### src/rtl/antares_div_unit.sv
// antares_div_unit: iterative 32-bit restoring divider for DIV/DIVU.
// Results are ready 34 edges after a start is accepted: 1 latch edge,
// 32 step edges and 1 sign-fix edge. A flush or reset aborts the
// operation and leaves the previous results unchanged.
module antares_div_unit (
  input  logic        clk,
  input  logic        rst,
  input  logic        ex_div_signed,
  input  logic        ex_div_unsigned,
  input  logic [31:0] ex_dividend,
  input  logic [31:0] ex_divisor,
  input  logic        ex_flush,
  output logic [31:0] div_quotient,
  output logic [31:0] div_remainder,
  output logic        div_busy,
  output logic        div_done,
  output logic        div_stall
);

  typedef enum logic [1:0] {IDLE, DIV, FIX} state_t;

  state_t      state;
  logic [63:0] acc;       // {partial remainder, dividend/quotient bits}
  logic [31:0] dvsr;
  logic        q_neg;
  logic        r_neg;
  logic [4:0]  cnt;

  logic        start_acc;
  logic [31:0] dvd_mag;
  logic [31:0] dvs_mag;
  logic        step_ok;
  logic [31:0] step_diff;

  // Start acceptance, operand magnitudes and the trial subtraction
  always_comb begin
    start_acc = (state == IDLE) & (ex_div_signed | ex_div_unsigned) & ~ex_flush;
    dvd_mag   = (ex_div_signed & ex_dividend[31]) ? -ex_dividend : ex_dividend;
    dvs_mag   = (ex_div_signed & ex_divisor[31])  ? -ex_divisor  : ex_divisor;
    // The shifted remainder is 33 bits wide. Its bit 32 comes from
    // acc[63]; if that bit is set, the trial subtraction cannot go
    // negative, and the 32-bit difference is exact.
    step_ok   = acc[63] | (acc[62:31] >= dvsr);
    step_diff = acc[62:31] - dvsr;
    div_stall = div_busy | start_acc;
  end

  // Divider FSM: latch operands, iterate 32 times, fix signs, publish
  always_ff @(posedge clk or posedge rst) begin
    if (rst) begin
      state         <= IDLE;
      acc           <= '0;
      dvsr          <= '0;
      q_neg         <= 1'b0;
      r_neg         <= 1'b0;
      cnt           <= '0;
      div_quotient  <= '0;
      div_remainder <= '0;
      div_busy      <= 1'b0;
      div_done      <= 1'b0;
    end else begin
      div_done <= 1'b0;
      case (state)
        IDLE: begin
          if (start_acc) begin
            // A zero divisor runs the raw dividend with no sign fix.
            // Every trial step then succeeds, so the quotient becomes
            // all ones and the remainder is the original dividend.
            if (ex_divisor == '0) begin
              acc   <= {32'h0, ex_dividend};
              dvsr  <= '0;
              q_neg <= 1'b0;
              r_neg <= 1'b0;
            end else begin
              acc   <= {32'h0, dvd_mag};
              dvsr  <= dvs_mag;
              q_neg <= ex_div_signed & (ex_dividend[31] ^ ex_divisor[31]);
              r_neg <= ex_div_signed & ex_dividend[31];
            end
            cnt      <= 5'd31;
            div_busy <= 1'b1;
            state    <= DIV;
          end
        end
        DIV: begin
          if (ex_flush) begin
            div_busy <= 1'b0;
            state    <= IDLE;
          end else begin
            if (step_ok)
              acc <= {step_diff, acc[30:0], 1'b1};
            else
              acc <= {acc[62:0], 1'b0};
            cnt <= cnt - 5'd1;
            if (cnt == 5'd0)
              state <= FIX;
          end
        end
        FIX: begin
          if (ex_flush) begin
            div_busy <= 1'b0;
            state    <= IDLE;
          end else begin
            div_quotient  <= q_neg ? -acc[31:0]  : acc[31:0];
            div_remainder <= r_neg ? -acc[63:32] : acc[63:32];
            div_done      <= 1'b1;
            div_busy      <= 1'b0;
            state         <= IDLE;
          end
        end
        default: begin
          div_busy <= 1'b0;
          state    <= IDLE;
        end
      endcase
    end
  end

endmodule

### config.mk
export PLATFORM = sky130hd
export DESIGN_NAME = antares_div_unit
export DESIGN_NICKNAME = d
export VERILOG_FILES = /design/src/rtl/antares_div_unit.sv
export SDC_FILE = /design/constraint.sdc
export NUM_CORES = 1
export LEC_CHECK = 0
export CAP_MARGIN = 20
export CORE_UTILIZATION = 57
export DETAILED_ROUTE_END_ITERATION = 7
export GPL_ROUTABILITY_DRIVEN = 0
export PLACE_DENSITY = 0.83
export SLEW_MARGIN = 0
export SYNTH_ARGS = -nofsm -noshare
export SYNTH_HDL_FRONTEND = slang
export SYNTH_SLANG_ARGS = --single-unit
### constraint.sdc
create_clock -name clk -period 7.05 [get_ports clk]
set_clock_uncertainty 0.2 [all_clocks]
set_input_delay 1.41 -clock clk [delete_from_list [all_inputs] [get_ports clk]]
set_output_delay 1.41 -clock clk [all_outputs]
set_load 0.01 [all_outputs]
==> results.toml <==
[synthesis]
synthesis.area_um2 = 11000
syn_nets = 1401
synth_cell_types = 73
synthCells = 1293
yosys_warnings = 0
synth.top_cells.by_count = "198 x nand2_1, 171 x dfrtp_1, 169 x o21ai_0"
synth_top_cell_area_share_pct = 38.8
avgSynthCellArea_um2 = 8.53
synth_flop_cell = "dfrtp_1"
synthTopCellsByArea = "dfrtp_1 39%, xor2_1 8.0%, o21ai_0 7.7%"
post-synth-top-count-cell = "nand2_1"
async_flop_share_pct = 100
ys_ff_latch = 171
synth_edf_count = 0
yosysSeqAreaShare_pct = 38.8
yosys.area.top_type = "dfrtp_1"

[clock_tree]
cts-htree-levels = 4
clock_latency_ns = 0.44
ctsLongestPathBuffers = 2
cts_resized = 0
holdBufCountCts = 0
post_cts_buffers = 0
clkSlewWorstSetupHoldPaths_ns = 0.06
clkSinkCount = 171
clockRootBuffer = "clkbuf_16"
tritoncts = "done"
cts_inserted_buffers = 17

[global_routing]
grt_max_degree = 94
grt_pass1_vias = 9178
use_met2_pct = 43.5
globalRouteMet3Util_pct = 3.97
grt.busiest_layer = "met2"
met1_usage_pct = 40.5
grt_remaining_overflow = 0
grt_pass1_wl_um = 45100
grt_usage_pct = 28.2
antenna_found_initial = 0

[timing]
finalCritPeriodShare_pct = 69.6
tns_ns = 0
post-route-min-period_ns = 4.91
fmax_mhz = 204
setup_viol_count_final = 0
slew_violations = 0
rsz0062_at_grt = "false"
tightestPinTransition_ns = 0.982
relSlewSlack_pct = 34.6
hold_viol = 0
fin_ws_ns = 2.14

[floorplan]
io_pins = 136
rows = 50
core_um2 = 18800
die_y_um = 141
start_util_pct = 58.6
die_w_um = 141
die-area_um2 = 19900

[power_and_ir_drop]
internal_power_mw = 2.49
sequentialPowerShare_pct = 33.0
p_sw_mw = 1.75
power.density_nw_per_um2 = 323
vdd_drop_max_mv = 0.220
p_sw_share_pct = 41.2
p_clk_share_pct = 23.1
leakage_nw = 5.53
total_power_mw = 4.24
p_comb_share_pct = 43.8

[setup_path]
worstPathArrival_ns = 3.30
startpoint_type = "primary input"
cp-end-kind = "output pin"
crit_type = "in -> out"
cp_cell_sequence = "clkdlybuf4s50_1 > or4_2 > nand2b_1 > clkdlybuf4s50_1"
reg2regPathDepth = 11
crit_path_max_fanout = 7
crit_path_frequent_cell = "clkdlybuf4s50_1"
r2r_end = "acc[41]"
cp.required_ns = 5.44
startpoint = "ex_flush"
cp_slowest_cell = "or4_2"
r2r_slack_ns = 3.38
setup.worst_path.end = "div_stall"
reg2reg_from = "acc[48]"
slowest_delay_ns = 0.72

[finish]
fillers = 1478
drive_gt1_share_pct = 5.97
final_cell_count_no_fill = 1666
area_growth_pct = 19.0
fin_nets = 1501
num_antenna_cells = 0

[placed_design]
dp.final_hpwl_um = 19400
post-place-ws_ns = 2.15
port_buffers = 135
place_inst = 1634

[detailed_routing]
first_iter_violations = 776
antenna_left = 0
dr_total_vias = 9782
drc_errors = 0
vias_per_cell = 5.87
first_pass_iters = 7
postRouteWirelength_um = 26900
wl_per_cell_um = 16.1

[status]
status = "finished, final reports clean"

[min_path]
hold_class = "reg -> reg"
min-delay-start = "div_quotient[5]"

[run]
maxCapViolCount = 0
-- cell families (layout without fill, tap and decap cells) --
family	count (synthesis)	after routing	share of synthesized area, %
XOR/XNOR	149	149	11.8
flip-flops	171	171	38.8
multiplexers	6	6	0.556
adder cells (fa/ha/maj)	39	39	4.49
AO/OA/AOI/OAI	390	390	21.7
buffers and inverters	124	237	4.72
AND/OR/NAND/NOR	414	414	17.9
-- flip-flops by register name (all words and copies together), names as in the netlist --
register       flops
acc               64
cnt                5
div_busy           1
div_done           1
div_quotient      32
div_remainder     32
dvsr              32
q_neg              1
r_neg              1
state              2
-- area by class of cell --
class	instances	area, um2	area share [%]
multi-input combinational	998	6250	47.6
tap	260	325	2.48
clock buffer	17	425	3.24
clock inverter	15	188	1.43
timing repair buffer	148	1450	11.0
sequential	171	4280	32.6
inverter	57	219	1.67
-- worst max-delay path: cells and delay by family --
kind                   cells  cell delay, ns
and+or+nand+nor            2            0.83
buffers and inverters      2            1.06
-- per-stage QoR --
stage	util [%]	hold slack, ns	area [um2]
finish	69.8	0.277	13100
global route	69.8	0.303	13100
CTS	69.8	0.285	13100
detailed placement	66.5	0.270	12500
global placement	66.5	0.262	12500
floorplan	-	0.250	11000
-- cell usage in the layout (no fill, tap or decap), types with 10 or more instances in the layout --
| cell | n |
|---|---|
| clkbuf_16 | 17 |
| o211ai_1 | 33 |
| inv_1 | 54 |
| o41ai_1 | 14 |
| nand2_1 | 197 |
| clkdlybuf4s50_1 | 135 |
| nor3_1 | 20 |
| xnor2_1 | 48 |
| or3_1 | 14 |
| o21ai_0 | 169 |
| nand3_1 | 39 |
| nor2b_1 | 11 |
| dfrtp_1 | 171 |
| nor2_1 | 56 |
| or4_1 | 13 |
| a21o_1 | 14 |
| a21oi_1 | 66 |
| xor2_1 | 101 |
| buf_4 | 13 |
| o31ai_1 | 36 |
| ha_1 | 38 |
| a22oi_1 | 10 |
-- power by group through the flow --
stage | clock network, mW | logic (mW) | registers, mW
2_1_floorplan | 0 | 1.45 | 1.32
3_3_place_gp | 0 | 1.78 | 1.40
3_5_place_dp | 0 | 1.82 | 1.41
4_1_cts | 0.985 | 1.84 | 1.39
6_report | 0.981 | 1.86 | 1.40
5_1_grt | 1.03 | 2.07 | 1.42
-- routing by layer --
| layer | share of wire, % | wire length (um) |
|---|---|---|
| met5 | 0 | 0 |
| met4 | 2.2 | 604 |
| met3 | 5.8 | 1550 |
| met2 | 45 | 12200 |
| met1 | 47 | 12600 |
-- worst min-delay path by stage --
stage | end | slack (ns) | depth (start not counted)
final | div_quotient[5] | 0.28 | 2
after global routing | div_quotient[3] | 0.30 | 2
after CTS | div_quotient[5] | 0.28 | 2
after detailed placement | div_quotient[5] | 0.27 | 2
after global placement | div_remainder[18] | 0.26 | 2
after floorplan | dvsr[10] | 0.25 | 2
Note: power is estimated with default switching activity, not from simulation.
